[src/rtl/timer_irq_ctrl.sv]
// Timer interrupt aggregator. Latches rising edges of the timer irq lines into a
// pending register, masks them, and holds one prioritised request until it is acked by ID.
module timer_irq_ctrl #(
  parameter  int CHANNELS = 8,
  localparam int SRCS     = CHANNELS + 1,
  localparam int IDW      = $clog2(CHANNELS + 1)
) (
  input  logic            CLK,
  input  logic            RST,
  input  logic [CHANNELS-1:0] t_irq,
  input  logic            tc_irq,
  input  logic            mask_wen,
  input  logic [SRCS-1:0] mask_wdata,
  input  logic            ack,
  input  logic [IDW-1:0]  ack_id,
  output logic            irq,
  output logic [IDW-1:0]  irq_id,
  output logic [SRCS-1:0] pending,
  output logic [SRCS-1:0] mask,
  output logic [SRCS-1:0] overrun,
  output logic            ack_err
);

  // state  | meaning
  // IDLE   | no request presented; arbitrate over pending & mask
  // ACTIVE | irq=1, irq_id frozen until a matching ack or the source is masked
  // GAP    | one forced irq=0 cycle after an ack before re-arbitration
  typedef enum logic [1:0] {IDLE, ACTIVE, GAP} state_t;

  state_t          state;
  logic [SRCS-1:0] src, src_q, src_rise, cand, id_onehot, clr;
  logic [IDW-1:0]  win_id;
  logic            ack_ok;

  assign src       = {tc_irq, t_irq};
  assign src_rise  = src & ~src_q;
  assign cand      = pending & mask;
  assign id_onehot = SRCS'(1) << irq_id;
  assign ack_ok    = ack && (state == ACTIVE) && (ack_id == irq_id);
  assign clr       = ack_ok ? id_onehot : '0;

  // Ascending scan so the highest-numbered candidate is the last one written.
  always_comb begin
    win_id = '0;
    for (int i = 0; i < SRCS; i++) begin
      if (cand[i]) win_id = IDW'(i);
    end
  end

  always_ff @(posedge CLK or posedge RST) begin
    if (RST) begin
      state   <= IDLE;
      irq     <= 1'b0;
      irq_id  <= '0;
      src_q   <= '0;
      pending <= '0;
      mask    <= '0;
      overrun <= '0;
      ack_err <= 1'b0;
    end else begin
      src_q   <= src;
      // A new edge beats the ack clear on pending, but the ack still clears overrun.
      pending <= (pending & ~clr) | src_rise;
      overrun <= (overrun | (src_rise & pending)) & ~clr;
      ack_err <= ack && !ack_ok;
      if (mask_wen) mask <= mask_wdata;

      case (state)
        IDLE: begin
          if (|cand) begin
            irq_id <= win_id;
            irq    <= 1'b1;
            state  <= ACTIVE;
          end
        end
        ACTIVE: begin
          if (ack_ok) begin
            irq   <= 1'b0;
            state <= GAP;
          end else if (!(|(mask & id_onehot))) begin
            irq   <= 1'b0;
            state <= IDLE;
          end
        end
        GAP: state <= IDLE;
        default: begin
          irq   <= 1'b0;
          state <= IDLE;
        end
      endcase
    end
  end

endmodule

[config.mk]
export PLATFORM = sky130hd
export DESIGN_NAME = timer_irq_ctrl
export DESIGN_NICKNAME = d
export VERILOG_FILES = /design/src/rtl/timer_irq_ctrl.sv
export SDC_FILE = /design/constraint.sdc
export NUM_CORES = 1
export LEC_CHECK = 0
export BUFFER_PORTS_ARGS = -buffer_cell sky130_fd_sc_hd__buf_2
export CORE_MARGIN = 1
export CORE_UTILIZATION = 53
export CTS_CLUSTER_SIZE = 14
export DETAILED_ROUTE_END_ITERATION = 8
export PLACE_DENSITY = 0.88
export SLEW_MARGIN = 30
export SYNTH_ARGS = -nofsm -noshare
export SYNTH_HDL_FRONTEND = slang
export SYNTH_SLANG_ARGS = --single-unit
[constraint.sdc]
create_clock -name CLK -period 3 [get_ports CLK]
set_clock_uncertainty 0.2 [all_clocks]
set_input_delay 0.3 -clock CLK [delete_from_list [all_inputs] [get_ports CLK]]
set_output_delay 0.3 -clock CLK [all_outputs]
set_load 0.03 [all_outputs]
==> impl_metrics.py <==
metrics = {
    "outcome": {
        "outcome": "complete, no violations",
    },
    "power": {
        "power_density_nw_per_um2": 710,
        "leakagePower_nw": 1.05,
        "peakVddDrop_mv": 0.411,
    },
    "clock_tree": {
        "cts_buffers": 5,
        "clk_latency_ps": 300,
        "cts.sinks": 44,
        "cts_tree": "built",
        "cts_root_buffer": "clkbuf_8",
        "cts_setup_buffers": 0,
        "cts_resized": 0,
        "clkTransAtPathRegs_ps": 80,
        "htreeDepth": 2,
        "clockBufferDepth": 2,
    },
    "sta": {
        "rsz0062_at_grt": "no",
        "setup_viol": 0,
        "setup_ws_ps": 614,
        "finalCritPeriodShare": 0.795,
        "finalSetupTns_ps": 0,
        "max-slew-margin-rel": 0.592,
        "worst_slew_pin_slew_ps": 611,
        "fmax_ghz": 0.419,
        "post-route-min-period_ps": 2390,
        "slew_viol_final": 0,
        "hold_viol": 0,
    },
    "synthesis": {
        "syn-mean-instance-area_sq_um": 11.2,
        "synth-adder-area-share": 0,
        "ys_seq_area_frac": 0.551,
        "yosys.area_share.xor_xnor": 0.0175,
        "synth_compound_area_frac": 0.147,
        "syn_inst": 178,
        "yosysWarnings": 0,
        "synth_area_leaders": "dfrtp_1 (55%), a21oi_1 (7.0%), mux2_2 (6.8%), nor2b_1 (5.6%), nor2_1 (2.3%)",
        "synth_cell_types": 40,
        "synth-simple-area-share": 0.189,
        "synth_fp_nets": 204,
        "synth_top_area_frac": 0.551,
        "yosys.area.top_type": "dfrtp_1",
        "synthMuxAreaShare": 0.0726,
        "synth_top_family_by_area": "simple AND/OR/NAND/NOR gates",
        "synth_seq_cells": 44,
        "syn_area_sq_um": 2000,
    },
    "layout": {
        "fill_cells": 284,
        "syn2layout_area_growth_pct": 26.2,
        "diodes": 0,
        "stdcell_area_sq_um": 2520,
        "nNetsFinal": 275,
        "final_layout_size_suffix_gt1_frac": 0.352,
    },
    "drt": {
        "met2_length_um": 2480,
        "wl_per_cell_um": 16.8,
        "highest_layer": "met4",
        "vias": 1672,
        "drt_iter0_markers": 117,
        "avgViaCountPerCell": 5.65,
        "detailedRoute.firstPassIterationCount": 4,
        "drc": 0,
        "ant_nets": 0,
        "wl_met3_um": 231,
        "wl_um": 4980,
        "m1WireLength_um": 2100,
    },
    "place": {
        "portBuffers": 58,
        "gp_congestion": 0.877,
        "place_area_sq_um": 2330,
        "dp_slack_ps": 635,
        "hpwl_um": 3600,
    },
    "global_route": {
        "grt_start_max_net_pins": 26,
        "grt_pass1_vias": 1722,
        "overflow": 0,
        "grtUsageTotal": 0.271,
        "antenna_found_initial": 0,
        "grt_pass1_wl_um": 8110,
    },
    "die": {
        "num_io_pins": 59,
        "core_area_sq_um": 3470,
        "placementRows": 21,
        "initial_core_util": 0.576,
        "dieArea_sq_um": 4020,
        "die_h_um": 63.4,
        "dieWidth_um": 63.4,
    },
    "critical_path": {
        "worst_ep_required_time_ps": 2960,
        "crit_path_top_delay_cell": "or4b_1",
        "endpoint_kind": "register",
        "max_stage_delay_ps": 750,
        "cp_data_arrival_time_ps": 2350,
        "worstPathCellList": "xor2_1, or4b_1, nor4_4, a21oi_1",
        "crit_family": "simple AND/OR/NAND/NOR gates",
        "cp_max_fo": 17,
        "cp-start-kind": "register",
        "worst-path-buf-inv": 0,
        "setup.worst_path.class": "reg2reg",
    },
    "worst_hold_path": {
        "hp-class": "in2reg",
    },
    "flow_run": {
        "drv_cap": 0,
    },
}
flip-flops by register name, indices dropped and copies added (netlist names):
name and flops:
src_q 9, irq 1, pending 9, overrun 9
irq_id 4, state 2, ack_err 1, mask 9
layout by cell type (no fill, tap or decap), drive strengths merged, types with 3 or more instances in the layout:
| master | synthesis | layout |
|---|---|---|
| nand2 | 6 | 6 |
| o21ai | 3 | 3 |
| a21oi | 28 | 28 |
| nand3b | 3 | 3 |
| xor2 | 3 | 3 |
| buf | 3 | 61 |
| nor4 | 5 | 5 |
| dlygate4sd3 | 0 | 10 |
| dfrtp | 44 | 44 |
| clkbuf | 4 | 6 |
| nor2b | 18 | 18 |
| mux2 | 12 | 12 |
| nor2 | 12 | 12 |
| nor3 | 7 | 7 |
report_power, final:
group	total, mW	switching, mW	internal, mW
sequential	0.810	0.149	0.661
clock	0.379	0.196	0.184
combinational	0.602	0.357	0.246
worst paths after layout:
kind | startpoint | end | slack, ps | depth (start not counted)
worst max-delay path | irq_id[2]$_DFFE_PP0P_ | overrun[0]$_DFF_PP0_ | 610 | 4
worst min-delay path | mask_wdata[0] | mask[0]$_DFFE_PP0P_ | 30 | 2
worst max register to register | irq_id[2]$_DFFE_PP0P_ | overrun[0]$_DFF_PP0_ | 610 | 4
worst min register to register | overrun[8]$_DFF_PP0_ | overrun[8]$_DFF_PP0_ | 340 | 2
max in group asynchronous | RST | mask[5]$_DFFE_PP0P_ | 1620 | 4
min in group asynchronous | RST | irq_id[2]$_DFFE_PP0P_ | 420 | 3
worst reg2reg max path, stage by stage (launching register included):
cell and delay (ps):
dfrtp_1 670, xor2_1 170, or4b_1 750, nor4_4 350, a21oi_1 130
metal layers:
layer	vias to the layer above	global-route usage
li1	790	-
met1	801	0.332
met2	63	0.453
met3	18	0.0525
met4	0	0.134
met5	-	0
repair_timing:
action | 4_1_cts | 5_1_grt
hold endpoints to repair | 9 | 23
hold buffers | 9 | 1
setup endpoints to repair | 0 | 0
metrics by stage:
stage,instances,util,total power [mW],hold WS [ps]
floorplan,178,-,1.24,131
global placement,278,0.672,1.39,217
detailed placement,278,0.672,1.41,221
CTS,295,0.725,1.79,27.2
global route,296,0.728,1.89,36.5
finish,296,0.728,1.79,28.3
cells in the mapped netlist:
library cell,n
a2111o_1,1
a2111oi_2,1
a211o_1,1
a211oi_1,2
a21o_1,1
a21oi_1,28
a22o_1,2
a22oi_1,1
a31oi_1,2
a32o_1,2
and2_1,2
and3_1,1
buf_2,1
buf_4,1
buf_6,1
clkbuf_1,4
dfrtp_1,44
inv_1,2
mux2_2,12
mux2i_1,1
nand2_1,6
nand2b_1,2
nand3_1,1
nand3b_1,3
nand4_1,1
nor2_1,12
nor2b_1,18
nor3_1,5
nor3_2,2
nor3b_1,1
nor4_1,3
nor4_4,2
o211ai_1,1
o21a_1,1
o21ai_0,3
o2bb2ai_1,1
or3b_2,1
or4b_1,1
xnor2_1,1
xor2_1,3
logic make-up after synthesis:
kind of cell,Yosys count
flip-flops,44
AND/OR/NAND/NOR,61
AO/OA/AOI/OAI,47
buffers and inverters,9
multiplexers,13
XOR/XNOR,4
area by class of cell:
cell class / count / area, sq um / area share
sequential: 44 / 1100 / 0.436
multi-input combinational: 125 / 852 / 0.338
timing repair buffer: 71 / 413 / 0.164
clock buffer: 6 / 82.6 / 0.0327
tap: 46 / 57.6 / 0.0228
clock inverter: 2 / 10.0 / 0.00397
inverter: 2 / 7.51 / 0.00297
No activity file was read; power rests on OpenSTA's default activity.
